===== src/rtl/alu_operand_regfile_if.sv =====
// Issue/write-back bus between the operand register file and its neighbours:
// master drives requests and write-back, slave returns the registered ALU operands.
interface alu_operand_regfile_if #(
  parameter int DATA_W = 16,
  parameter int ADDR_W = 3
);
  logic              rd_en;
  logic [ADDR_W-1:0] rd_addr1;
  logic [ADDR_W-1:0] rd_addr2;
  logic [1:0]        op_in;
  logic              wr_en;
  logic [ADDR_W-1:0] wr_addr;
  logic [DATA_W-1:0] wr_data;
  logic [DATA_W-1:0] ALU_in1;
  logic [DATA_W-1:0] ALU_in2;
  logic [1:0]        op;
  logic              out_valid;

  modport master (
    output rd_en, rd_addr1, rd_addr2, op_in, wr_en, wr_addr, wr_data,
    input  ALU_in1, ALU_in2, op, out_valid
  );

  modport slave (
    input  rd_en, rd_addr1, rd_addr2, op_in, wr_en, wr_addr, wr_data,
    output ALU_in1, ALU_in2, op, out_valid
  );
endinterface


===== src/rtl/alu_operand_regfile.sv =====
// Register file with two forwarded read ports and one write port, launching a
// registered operand pair plus opcode into the ALU one cycle after each issue.
module alu_operand_regfile #(
  parameter int DATA_W    = 16,
  parameter int ADDR_W    = 3,
  parameter int NUM_REGS  = 8,
  parameter int REG0_ZERO = 1
) (
  input  logic                  clk,
  input  logic                  rst_n,
  alu_operand_regfile_if.slave  bus
);
  localparam int NUM_RD = 2;

  genvar gi;

  logic [NUM_REGS-1:0][DATA_W-1:0] regs_q;
  logic [NUM_RD-1:0][ADDR_W-1:0]   rd_addr;
  logic [NUM_RD-1:0][DATA_W-1:0]   operand_q;
  logic                            wr_drop;
  logic                            wr_ok;
  logic [1:0]                      op_reg;
  logic                            out_valid_reg;

  assign rd_addr[0] = bus.rd_addr1;
  assign rd_addr[1] = bus.rd_addr2;

  // A write to the hardwired zero register must neither land nor forward.
  assign wr_drop = (REG0_ZERO != 0) && (bus.wr_addr == '0);
  assign wr_ok   = bus.wr_en && !wr_drop;

  generate
    for (gi = 0; gi < NUM_REGS; gi++) begin : g_reg
      if ((REG0_ZERO != 0) && (gi == 0)) begin : g_zero
        assign regs_q[gi] = '0;
      end else begin : g_flop
        logic [DATA_W-1:0] data_reg;

        always_ff @(posedge clk or negedge rst_n) begin
          if (!rst_n) begin
            data_reg <= '0;
          end else if (wr_ok && (bus.wr_addr == ADDR_W'(gi))) begin
            data_reg <= bus.wr_data;
          end
        end

        assign regs_q[gi] = data_reg;
      end
    end
  endgenerate

  generate
    for (gi = 0; gi < NUM_RD; gi++) begin : g_rd
      logic [DATA_W-1:0] sel_next;
      logic [DATA_W-1:0] sel_reg;

      // Write-through: a same-edge write wins over the stored value; zero wins over both.
      always_comb begin
        sel_next = regs_q[rd_addr[gi]];
        if (wr_ok && (bus.wr_addr == rd_addr[gi])) begin
          sel_next = bus.wr_data;
        end
        if ((REG0_ZERO != 0) && (rd_addr[gi] == '0)) begin
          sel_next = '0;
        end
      end

      always_ff @(posedge clk or negedge rst_n) begin
        if (!rst_n) begin
          sel_reg <= '0;
        end else if (bus.rd_en) begin
          sel_reg <= sel_next;
        end
      end

      assign operand_q[gi] = sel_reg;
    end
  endgenerate

  always_ff @(posedge clk or negedge rst_n) begin
    if (!rst_n) begin
      op_reg        <= 2'b00;
      out_valid_reg <= 1'b0;
    end else begin
      out_valid_reg <= bus.rd_en;
      if (bus.rd_en) begin
        op_reg <= bus.op_in;
      end
    end
  end

  assign bus.ALU_in1   = operand_q[0];
  assign bus.ALU_in2   = operand_q[1];
  assign bus.op        = op_reg;
  assign bus.out_valid = out_valid_reg;
endmodule

===== src/flat_wrapper.sv =====
// flat-port wrapper written by rule: the top's interface ports become plain ports
module alu_operand_regfile_flat 
#(
  parameter int DATA_W    = 16,
  parameter int ADDR_W    = 3,
  parameter int NUM_REGS  = 8,
  parameter int REG0_ZERO = 1
)
  (clk, rst_n, bus_rd_en, bus_rd_addr1, bus_rd_addr2, bus_op_in, bus_wr_en, bus_wr_addr, bus_wr_data, bus_ALU_in1, bus_ALU_in2, bus_op, bus_out_valid);
  alu_operand_regfile_if #(.DATA_W(DATA_W), .ADDR_W(ADDR_W)) bus_i ();
  input  logic clk;
  input  logic rst_n;
  input wire logic [$bits(bus_i.rd_en)-1:0] bus_rd_en;
  input wire logic [$bits(bus_i.rd_addr1)-1:0] bus_rd_addr1;
  input wire logic [$bits(bus_i.rd_addr2)-1:0] bus_rd_addr2;
  input wire logic [$bits(bus_i.op_in)-1:0] bus_op_in;
  input wire logic [$bits(bus_i.wr_en)-1:0] bus_wr_en;
  input wire logic [$bits(bus_i.wr_addr)-1:0] bus_wr_addr;
  input wire logic [$bits(bus_i.wr_data)-1:0] bus_wr_data;
  output wire logic [$bits(bus_i.ALU_in1)-1:0] bus_ALU_in1;
  output wire logic [$bits(bus_i.ALU_in2)-1:0] bus_ALU_in2;
  output wire logic [$bits(bus_i.op)-1:0] bus_op;
  output wire logic [$bits(bus_i.out_valid)-1:0] bus_out_valid;
  assign bus_i.rd_en = bus_rd_en;
  assign bus_i.rd_addr1 = bus_rd_addr1;
  assign bus_i.rd_addr2 = bus_rd_addr2;
  assign bus_i.op_in = bus_op_in;
  assign bus_i.wr_en = bus_wr_en;
  assign bus_i.wr_addr = bus_wr_addr;
  assign bus_i.wr_data = bus_wr_data;
  assign bus_ALU_in1 = bus_i.ALU_in1;
  assign bus_ALU_in2 = bus_i.ALU_in2;
  assign bus_op = bus_i.op;
  assign bus_out_valid = bus_i.out_valid;
  alu_operand_regfile #(.DATA_W(DATA_W), .ADDR_W(ADDR_W), .NUM_REGS(NUM_REGS), .REG0_ZERO(REG0_ZERO)) u_core (.clk(clk), .rst_n(rst_n), .bus(bus_i));
endmodule

===== config.mk =====
export PLATFORM = sky130hd
export DESIGN_NAME = alu_operand_regfile_flat
export DESIGN_NICKNAME = d
export VERILOG_FILES = /design/src/rtl/alu_operand_regfile_if.sv /design/src/rtl/alu_operand_regfile.sv /design/src/flat_wrapper.sv
export SDC_FILE = /design/constraint.sdc
export NUM_CORES = 1
export LEC_CHECK = 0
export BUFFER_PORTS_ARGS = -buffer_cell sky130_fd_sc_hd__buf_2
export CAP_MARGIN = 20
export CORE_MARGIN = 5
export CORE_UTILIZATION = 65
export CTS_BUF_LIST = sky130_fd_sc_hd__clkbuf_16
export DETAILED_ROUTE_END_ITERATION = 10
export HOLD_SLACK_MARGIN = 0.15
export PLACE_DENSITY_LB_ADDON = 0.25
export SYNTH_ARGS = -nofsm -noshare
export SYNTH_HDL_FRONTEND = slang
export SYNTH_SLANG_ARGS = --single-unit
export TNS_END_PERCENT = 100

===== constraint.sdc =====
create_clock -name clk -period 3.35 [get_ports clk]
set_input_delay 0 -clock clk [delete_from_list [all_inputs] [get_ports clk]]
set_output_delay 0 -clock clk [all_outputs]
set_load 0.05 [all_outputs]

==> Flow_metrics.wiki, run 1 <==
{| class="wikitable"
! Metric !! Value
|-
| Antenna Nets Post-Route || 0
|-
| Bufs on Longest Clock Path || 2
|-
| I/O pin total || 66
|-
| Max VDD drop || 0.000522 V
|-
| Pin slew with the least headroom to its limit || between 900 and 1000 ps
|-
| Logic pwr share || 0.263
|-
| Library cells used by synthesis || 31
|-
| Worst-path cell with the longest stage delay || nor2b_1
|-
| Largest net degree at the start of global routing || ~100
|-
| Die extent in y || ~120 µm
|-
| Crit path capture type || register
|-
| Maximum net fanout on the critical path || 17
|-
| Clk sinks || between 100 and 150
|-
| Die extent in x || roughly 120 µm
|-
| TritonRoute pass-1 iters || 5
|-
| Synth Register Bits || 147
|-
| Fraction of power consumed by the clock network || 0.299
|-
| DRC marker count from the first detailed-route iteration || 455
|-
| Type of the worst setup path || input pin to register
|-
| Layout cells sized above 1 || 0.443
|-
| Die Area || around 0.014 mm²
|-
| Delay contributed by the slowest stage of the critical path || ~760 ps
|-
| Top cells by count, synth || dfrtp_1, mux2_2, nor2b_1, nand2_1, a221o_1
|-
| Setup slack on the worst flop-to-flop path || between 1000 and 1500 ps
|-
| R2r worst-path depth || 5
|-
| Worst endpoint required time || 3720 ps
|-
| Yosys warns || 0
|-
| Number of filler cells placed in the layout || approximately 750
|-
| Area growth from synthesis to layout || 15.1%
|-
| Max reg flops || between 100 and 150
|-
| Classification of the worst-slack hold path || input pin to register
|-
| Sort of element at the start of the critical path || input pin
|-
| Number of hold violations in the final report || 0
|-
| Drt drc || 0
|-
| Syn Area/Cell || about 13 µm²
|-
| Number of global-route vias before repair || 5601
|-
| Global placement routability congestion || ~0.86
|-
| I/O Buffers || 65
|-
| Clock input transition at the sequential cells of the worst setup and hold paths || roughly 60 ps
|-
| Number of rows created at floorplan || 39
|-
| Net Sw Frac || 0.308
|-
| Clock skew after layout || about 6.5 ps
|-
| Final critical delay including setup and external delays || roughly 2500 ps
|-
| Total congestion overflow after global routing || 0
|-
| Number of H-tree branching levels || 4
|-
| N_diodes || 0
|-
| Leading post-synthesis cells by cell area || dfrtp_1, mux2_2, mux4_2, a221o_1, a22oi_1
|-
| Number of vias per cell after detailed routing || roughly 6.6
|-
| Number of max-slew violations in the final report || 0
|-
| Initial antenna violation count || 0
|-
| Timing-limited maximum frequency || about 400 MHz
|-
| Synth top area share || 0.484
|-
| Count of buffering cells on the critical path with inverters included || 4
|-
| Clock tree root driver cell || clkbuf_16
|-
| Most frequently used cell type in the post-synthesis netlist || dfrtp_1
|-
| Cell repeated most along the worst path || dlygate4sd3_1
|-
| Worst hold path endpoint || u_core.g_reg[2].g_flop.data_reg[11]
|-
| Reg-to-Reg End || u_core.bus.ALU_in1[9]
|-
| DR vias || 5288
|-
| Number of gates resized after cts || 0
|-
| Net count, final || 676
|-
| Internal power || 3860 µW
|-
| Start of the worst register-to-register path || u_core.g_reg[2].g_flop.data_reg[9]
|-
| Rel. slew slack || 0.379
|-
| Cell Pwr Density || around 640 mW/mm²
|-
| First-pass GRT wire length || between 30000 and 40000 µm
|-
| Final total negative setup slack || 0 ps
|-
| Worst hold margin || roughly 170 ps
|-
| Clock insertion delay at the later pin of the skew report || about 430 ps
|-
| Max-cap violations || 0
|-
| Cell accounting for the most synthesized area || dfrtp_1
|-
| Detailed-placement wirelength estimate || approximately 12000 µm
|-
| Wire length per cell after detailed routing || roughly 24 µm
|-
| P_sw || 1720 µW
|-
| Cells after Synth || about 570
|-
| Initial Utilization || 0.665
|-
| Number of synthesized flops with an enable pin || 0
|-
| Synth Net Count || approximately 600
|-
| Arrival time at the worst endpoint || 2890 ps
|-
| Core footprint || between 0.01 and 0.015 mm²
|-
| Number of cells on the worst hold path || 3
|-
| Overall global routing resource usage || 0.278
|-
| Endpoints failing setup || 0
|-
| CP Cell Sequence || dlygate4sd3_1 -> buf_2 -> o31ai_1 -> nor2b_1 -> buf_4 -> a221o_1 -> dlygate4sd3_1
|-
| Setup repair after global routing missed its margin || no
|-
| Power share of the sequential group || 0.438
|-
| Final period util || 0.752
|-
| Proportion of synthesized chip area in sequential cells || 0.484
|-
| Leakage power || between 0.003 and 0.004 µW
|-
| Fraction of registers with async set/reset || 1.00
|-
| Outcome || finished clean
|-
| Post-synth top flop || dfrtp_1
|-
| Overall routed net length || between 15000 and 20000 µm
|-
| Netlist Area Pre-Place || between 0.007 and 0.008 mm²
|-
| TritonCTS clock tree || built
|-
| Worst path top cell family by delay || buffers and inverters
|-
| Clock buffers created by TritonCTS || 17
|-
| Hold Path Origin || bus_wr_addr[2]
|}
[layer usage]
metal	GRT usage	vias up	wire, µm
met4	0.144	0	691
li1	-	2311	-
met1	0.334	2705	7170
met2	0.469	210	9790
met3	0.0615	62	1240
met5	0	-	0
[how the worst max path moves through the flow]
stage                                  end       startpoint  slack [ps]  cells after the start
finish               u_core.bus.ALU_in1[9]        bus_rd_en         830                      7
global route         u_core.bus.ALU_in1[9]        bus_rd_en         810                      7
CTS                  u_core.bus.ALU_in1[7]        bus_rd_en         960                      7
detailed placement  u_core.bus.ALU_in1[15]  bus_rd_addr1[2]        1190                      6
global placement     u_core.bus.ALU_in1[1]  bus_rd_addr1[2]        1240                      6
floorplan           u_core.bus.ALU_in1[10]  bus_rd_addr1[1]        1970                      6
[metrics by stage]
stage | total power, µW | setup WS [ps] | cells | cell area [µm²] | util
2_1_floorplan | 3500 | 1970 | 566 | 7600 | -
3_5_place_dp | 3880 | 1190 | 746 | 8010 | 0.701
3_3_place_gp | 3810 | 1240 | 746 | 8010 | 0.701
5_1_grt | 5820 | 808 | 800 | 8750 | 0.766
4_1_cts | 5590 | 963 | 800 | 8750 | 0.766
6_report | 5580 | 829 | 800 | 8750 | 0.766
[worst register-to-register path: stages, from the launching register on]
cell,delay [ps]
dfrtp_1,400
mux4_2,450
nand2_1,80
o21ai_1,80
a221o_1,350
dlygate4sd3_1,560
[logic make-up (layout without fill, tap and decap cells)]
group | count (synthesis) | after routing | synth area share
simple gates | 86 | 86 | 0.0621
compound gates | 100 | 100 | 0.0991
buf+inv | 49 | 140 | 0.0384
flops | 147 | 147 | 0.484
xor+xnor | 6 | 6 | 0.00692
mux | 178 | 178 | 0.309
[area by class of cell]
class / instances / area, µm² / area share
clock inverters: 14 / 85.1 / 0.00973
clock buffers: 17 / 425 / 0.0486
multi-input cells: 370 / 3660 / 0.418
flip-flops and latches: 147 / 3680 / 0.421
well taps: 143 / 179 / 0.0205
repair buffers: 109 / 719 / 0.0823
[power groups by stage]
stage / logic [µW] / clock network, µW / registers (µW)
4_1_cts: 1470 / 1690 / 2430
2_1_floorplan: 842 / 0 / 2650
6_report: 1470 / 1670 / 2440
5_1_grt: 1570 / 1770 / 2480
3_5_place_dp: 1430 / 0 / 2450
3_3_place_gp: 1390 / 0 / 2430
[repair_timing]
item / in CTS / in global routing
hold endpoints to repair: 246 / 0
hold buffers: 23 / 0
setup buffers: 0 / 0
[cells in the final DEF (no fill, tap or decap)]
cell / instances
mux2_2: 145
nand3_1: 1
a221o_1: 32
o21ai_1: 12
o21ai_0: 20
nor2b_1: 37
clkinv_1: 2
o211ai_1: 1
dlygate4sd3_1: 23
nand3b_1: 2
o31a_1: 1
nand4b_1: 3
clkinv_2: 5
nand2_1: 35
mux2i_1: 2
mux4_2: 31
inv_1: 6
nor4bb_4: 2
buf_2: 64
xor2_1: 3
clkbuf_16: 17
a21oi_2: 1
a22oi_1: 31
nor2_2: 1
buf_4: 21
bufinv_16: 1
o31ai_1: 2
buf_6: 1
nand4_1: 2
dfrtp_1: 147
xnor2_1: 3
nor2_1: 1
nor3_2: 2
No activity file was read; power rests on OpenSTA's default activity.
==> run 2: changes to the inputs <==
Settings changed: CORE_UTILIZATION 65 to 54.
Clock period 3.35 ns to 2.09 ns, I/O delays scaled along.
==> Flow_metrics.wiki, run 2 (synthesis gave the netlist of run 1 again) <==
{| class="wikitable"
! Metric !! Value
|-
| Outcome || finished clean
|-
| Worst path top cell family by delay || buffers and inverters
|-
| Clock buffers created by TritonCTS || 17
|-
| CP Cell Sequence || mux4_2 -> nand2_1 -> o21ai_0 -> a221o_1 -> dlygate4sd3_1
|-
| P_sw || about 2800 µW
|-
| Number of hold violations in the final report || 0
|-
| Antenna Nets Post-Route || 0
|-
| Instance count on the critical path || 5
|-
| Number of instances in the placed design || 800
|-
| Net count, final || 696
|-
| Net Sw Frac || 0.312
|-
| First-pass GRT wire length || between 30000 and 40000 µm
|-
| Leakage power || between 0.003 and 0.004 µW
|-
| TritonCTS clock tree || built
|-
| Bufs on Longest Clock Path || 2
|-
| Non-filler instance count after layout || approximately 860
|-
| I/O Buffers || 65
|-
| Largest net degree at the start of global routing || between 70 and 80
|-
| Max VDD drop || 0.000655 V
|-
| Number of cells on the worst hold path || 3
|-
| Number of global-route vias before repair || roughly 5700
|-
| Number of max-slew violations in the final report || 0
|-
| N_diodes || 0
|-
| Core footprint || 0.0138 mm²
|-
| Fraction of power consumed by the clock network || 0.289
|-
| Worst-path cell with the longest stage delay || dlygate4sd3_1
|-
| Classification of the worst-slack hold path || input pin to register
|-
| Power share of the sequential group || 0.442
|-
| Clock skew after layout || between 6 and 7 ps
|-
| Die Area || ~0.017 mm²
|-
| Area growth from synthesis to layout || 18.1%
|-
| Clock tree root driver cell || clkbuf_16
|-
| DR vias || between 5000 and 6000
|-
| TritonRoute pass-1 iters || 5
|-
| Global placement routability congestion || around 0.84
|-
| Clock insertion delay at the later pin of the skew report || between 400 and 500 ps
|-
| Number of vias per cell after detailed routing || approximately 6
|-
| Worst endpoint required time || 2400 ps
|-
| Die extent in y || 129 µm
|-
| Overall global routing resource usage || 0.246
|-
| Maximum net fanout on the critical path || 3
|-
| Routed length on met1 || between 8000 and 9000 µm
|-
| Max-cap violations || 0
|-
| Top Layer Used || met4
|-
| Internal power || between 6000 and 7000 µW
|-
| Detailed-placement wirelength estimate || about 12000 µm
|-
| Overall routed net length || about 20000 µm
|-
| Most frequent cells in the layout || dfrtp_1, mux2_2, buf_2
|-
| Amount of wire on met3 after detailed routing || just under 1000 µm
|-
| Pin slew with the least headroom to its limit || roughly 1100 ps
|-
| Total congestion overflow after global routing || 0
|-
| DRC marker count from the first detailed-route iteration || 421
|-
| Crit path capture type || register
|-
| Final period util || 0.950
|-
| Timing-limited maximum frequency || about 500 MHz
|-
| Final critical delay including setup and external delays || about 2000 ps
|-
| Die extent in x || about 130 µm
|-
| Initial antenna violation count || 0
|-
| Initial Utilization || 0.550
|-
| Arrival time at the worst endpoint || roughly 2300 ps
|-
| Setup repair after global routing missed its margin || no
|-
| Drt drc || 0
|-
| Delay contributed by the slowest stage of the critical path || 550 ps
|-
| Number of filler cells placed in the layout || 1026
|-
| I/O pin total || 66
|-
| Sort of element at the start of the critical path || register
|-
| Layout cells sized above 1 || 0.455
|-
| Number of H-tree branching levels || 4
|-
| Endpoints failing setup || 0
|-
| Number of rows created at floorplan || between 40 and 50
|-
| R2r worst-path depth || 5
|-
| Number of gates resized after cts || 0
|-
| Logic pwr share || 0.269
|-
| Most frequent standard cell in the layout excluding fill and tap cells || dfrtp_1
|-
| Count of buffering cells on the critical path with inverters included || 1
|-
| Clk sinks || approximately 150
|-
| Clock input transition at the sequential cells of the worst setup and hold paths || approximately 50 ps
|-
| Final total negative setup slack || 0 ps
|-
| Max reg flops || roughly 110
|-
| Rel. slew slack || 0.268
|-
| Total met2 wirelength after detailed routing || 9890 µm
|-
| Cell Pwr Density || 987 mW/mm²
|-
| Wire length per cell after detailed routing || 22.7 µm
|-
| Type of the worst setup path || register to register
|}
==> run 2: cell count changes in the layout (fill, tap and decap cells not counted) <==
cell | before | now
buf_4 | 21 | 35
buf_12 | 0 | 4
clkinv_1 | 2 | 5
dlygate4sd3_1 | 23 | 25
inv_1 | 6 | 4
bufinv_16 | 1 | 0
==> run 2: cell type report <==
| class | count | area, µm² | share of cell area |
|---|---|---|---|
| clock buffers | 17 | 425 | 0.0474 |
| flip-flops and latches | 147 | 3680 | 0.410 |
| clock inverters | 14 | 58.8 | 0.00656 |
| multi-input cells | 370 | 3660 | 0.408 |
| well taps | 180 | 225 | 0.0251 |
| repair buffers | 129 | 925 | 0.103 |
==> run 2: routing by layer <==
layer,track usage,up-vias
met5,0,-
met4,0.104,0
met3,0.0448,50
met2,0.417,171
met1,0.311,2721
li1,-,2338
==> run 2: repair_timing <==
action,4_1_cts,5_1_grt
hold buffers,25,2
setup buffers,0,0
endpoints found under the hold margin,294,7
endpoints found under the setup margin,0,1
==> run 2: worst reg2reg max path, cell delays in order, from the launching register on <==
cell and delay (ps):
dfrtp_1 400, mux4_2 470, nand2_1 80, o21ai_0 80, a221o_1 290, dlygate4sd3_1 550
==> run 2: power by group through the flow <==
stage	Combinational [µW]	Sequential, µW	Clock, µW
after floorplan	1350	4260	0
after global placement	2270	3880	0
after detailed placement	2330	3930	0
after CTS	2400	3900	2590
after global routing	2560	3980	2700
final	2380	3910	2560
==> run 2: through the flow <==
stage | cell area (µm²) | worst slack (ps) | total power [µW] | utilization | hold slack, ps
after global routing | 8970 | 36.0 | 9240 | 0.649 | 205
final | 8970 | 105 | 8850 | 0.649 | 192
after floorplan | 7600 | 712 | 5610 | - | -296
after detailed placement | 8220 | 311 | 6260 | 0.594 | -47.3
after global placement | 8220 | 357 | 6150 | 0.594 | -51.3
after CTS | 8960 | 101 | 8880 | 0.648 | 180
==> run 2: path summary, 6_finish.rpt <==
check,from,end,slack (ps)
setup / recovery,u_core.g_reg[7].g_flop.data_reg[4],u_core.bus.ALU_in2[4],100
hold / removal,bus_wr_addr[2],u_core.g_reg[2].g_flop.data_reg[3],190
setup reg to reg,u_core.g_reg[7].g_flop.data_reg[4],u_core.bus.ALU_in2[4],100
hold reg to reg,u_core.bus.op[0],u_core.bus.op[0],510
max in group asynchronous,rst_n,u_core.g_reg[1].g_flop.data_reg[14],1010
min in group asynchronous,rst_n,u_core.g_reg[2].g_flop.data_reg[8],640
==> run 3: changes to the inputs <==
Clock period 2.09 ns to 1.7 ns, I/O delays scaled along.
==> Flow_metrics.wiki, run 3 (synthesis gave the netlist of run 1 again) <==
{| class="wikitable"
! Metric !! Value
|-
| Outcome || finished clean
|-
| I/O Buffers || 65
|-
| Layout cells sized above 1 || 0.456
|-
| Cell Pwr Density || around 1200 mW/mm²
|-
| Total congestion overflow after global routing || 0
|-
| Antenna Nets Post-Route || 0
|-
| Drt drc || 0
|-
| Final total negative setup slack || 0 ps
|-
| Overall global routing resource usage || 0.256
|-
| CP Cell Sequence || dlygate4sd3_1 -> buf_2 -> o31ai_1 -> a21oi_2 -> a221o_1
|-
| I/O pin total || 66
|-
| DR vias || approximately 5500
|-
| N_diodes || 0
|-
| Rel. slew slack || 0.296
|-
| Initial Utilization || 0.550
|-
| Final critical delay including setup and external delays || around 1500 ps
|-
| Pre-CTS setup slack || -0.285 ps
|-
| Placed Area || ~0.0083 mm²
|-
| Timing-limited maximum frequency || 648 MHz
|-
| Detailed-placement wirelength estimate || around 13000 µm
|-
| Max VDD drop || a little over 0.0008 V
|-
| Wire length per cell after detailed routing || ~23 µm
|-
| Die extent in y || 129 µm
|-
| Clock tree root driver cell || clkbuf_16
|-
| Worst-path cell with the longest stage delay || a21oi_2
|-
| TritonCTS clock tree || built
|-
| Leakage power || around 0.004 µW
|-
| Delay contributed by the slowest stage of the critical path || approximately 780 ps
|-
| Overall routed net length || approximately 20000 µm
|-
| Number of H-tree branching levels || 4
|-
| Number of vias per cell after detailed routing || roughly 6.4
|-
| Clock buffers created by TritonCTS || 17
|-
| Clock skew after layout || around 6.4 ps
|-
| Arrival time at the worst endpoint || around 1900 ps
|-
| Maximum net fanout on the critical path || 16
|-
| Core footprint || about 0.014 mm²
|-
| DRC marker count from the first detailed-route iteration || 466
|-
| Most frequent standard cell in the layout excluding fill and tap cells || dfrtp_1
|-
| Setup repair after global routing missed its margin || no
|-
| Clock input transition at the sequential cells of the worst setup and hold paths || about 60 ps
|-
| Type of the worst setup path || input pin to register
|-
| Area growth from synthesis to layout || 18.9%
|-
| Final critical-path setup slack || ~160 ps
|-
| Number of gates resized after cts || 0
|-
| Bufs on Longest Clock Path || 2
|-
| Clk sinks || 147
|-
| Worst endpoint required time || 2050 ps
|-
| Max-cap violations || 0
|-
| Number of max-slew violations in the final report || 0
|-
| Max reg flops || around 110
|-
| Endpoints failing setup || 0
|-
| Multi-input combinational cell area || 0.00366 mm²
|-
| Global placement routability congestion || about 0.87
|-
| Die Area || about 0.017 mm²
|-
| Clock insertion delay at the later pin of the skew report || between 400 and 500 ps
|-
| Pin slew with the least headroom to its limit || between 1000 and 1500 ps
|-
| First-pass GRT wire length || about 32000 µm
|-
| Number of instances in the placed design || around 800
|-
| Net count, final || slightly below 700
|-
| Register cell area after layout || between 0.003 and 0.004 mm²
|-
| Number of filler cells placed in the layout || 1013
|-
| Number of rows created at floorplan || 43
|-
| Number of global-route vias before repair || slightly below 6000
|-
| Final period util || 0.907
|-
| Die extent in x || 129 µm
|-
| Largest net degree at the start of global routing || 45
|-
| Number of hold violations in the final report || 0
|-
| Crit path capture type || register
|-
| Sort of element at the start of the critical path || input pin
|-
| Classification of the worst-slack hold path || input pin to register
|-
| Final design instance area without fill || ~0.0090 mm²
|-
| Non-filler instance count after layout || about 850
|-
| Most frequent cells in the layout || dfrtp_1, mux2_2, buf_2
|-
| TritonRoute pass-1 iters || 5
|-
| Initial antenna violation count || 0
|-
| Core utilization of the finished layout || 0.653
|}
[run 3: changes by cell type in the layout (fill, tap and decap cells not counted), moves of 2 or more]
cell,previous run,this run
dlygate4sd3_1,25,21
clkinv_1,5,7
buf_4,35,26
buf_12,4,12
[run 3: through the flow]
step / hold slack (ps) / total power (µW)
detailed placement: -43.4 / 7750
global placement: -49.0 / 7600
finish: 227 / 10900
CTS: 214 / 10900
global route: 253 / 11400
floorplan: -296 / 6890
[run 3: layer usage]
metal	wire, µm	global-route usage
met1	7910	0.315
met2	10200	0.431
met3	1260	0.0639
met4	492	0.107
met5	0	0
[run 3: layout make-up]
class	count	area share
clock inverter	14	0.00637
tap	180	0.0249
multi-input combinational	370	0.405
timing repair buffer	125	0.109
sequential	147	0.407
clock buffer	17	0.0471
[run 3: power breakdown]
group	internal, µW	switching, µW	leakage [µW]
sequential	4260	553	0.00179
clock	1790	1350	0.000252
combinational	1450	1500	0.00187
total	7490	3400	0.00391
[run 3: final timing paths]
check	end	slack, ps	cells after the start	start
max in group asynchronous	u_core.g_reg[3].g_flop.data_reg[6]	420	4	rst_n
worst max register to register	u_core.bus.ALU_in1[12]	200	4	u_core.g_reg[7].g_flop.data_reg[12]
min in group asynchronous	u_core.g_reg[1].g_flop.data_reg[1]	600	3	rst_n
worst min-delay path	u_core.g_reg[7].g_flop.data_reg[8]	230	4	bus_wr_en
worst max-delay path	u_core.bus.ALU_in2[14]	160	5	bus_rd_en
worst min register to register	u_core.bus.op[0]	510	1	u_core.bus.op[0]
[run 3: critical path: cells and delay by family]
kind                   cells  cell delay, ps
AO/OA/AOI/OAI              3            1210
buffers and inverters      2             670
[run 3: repair_timing]
action	4_1_cts	5_1_grt
buffers inserted	0	0
hold endpoints to repair	294	0
hold buffers	21	0
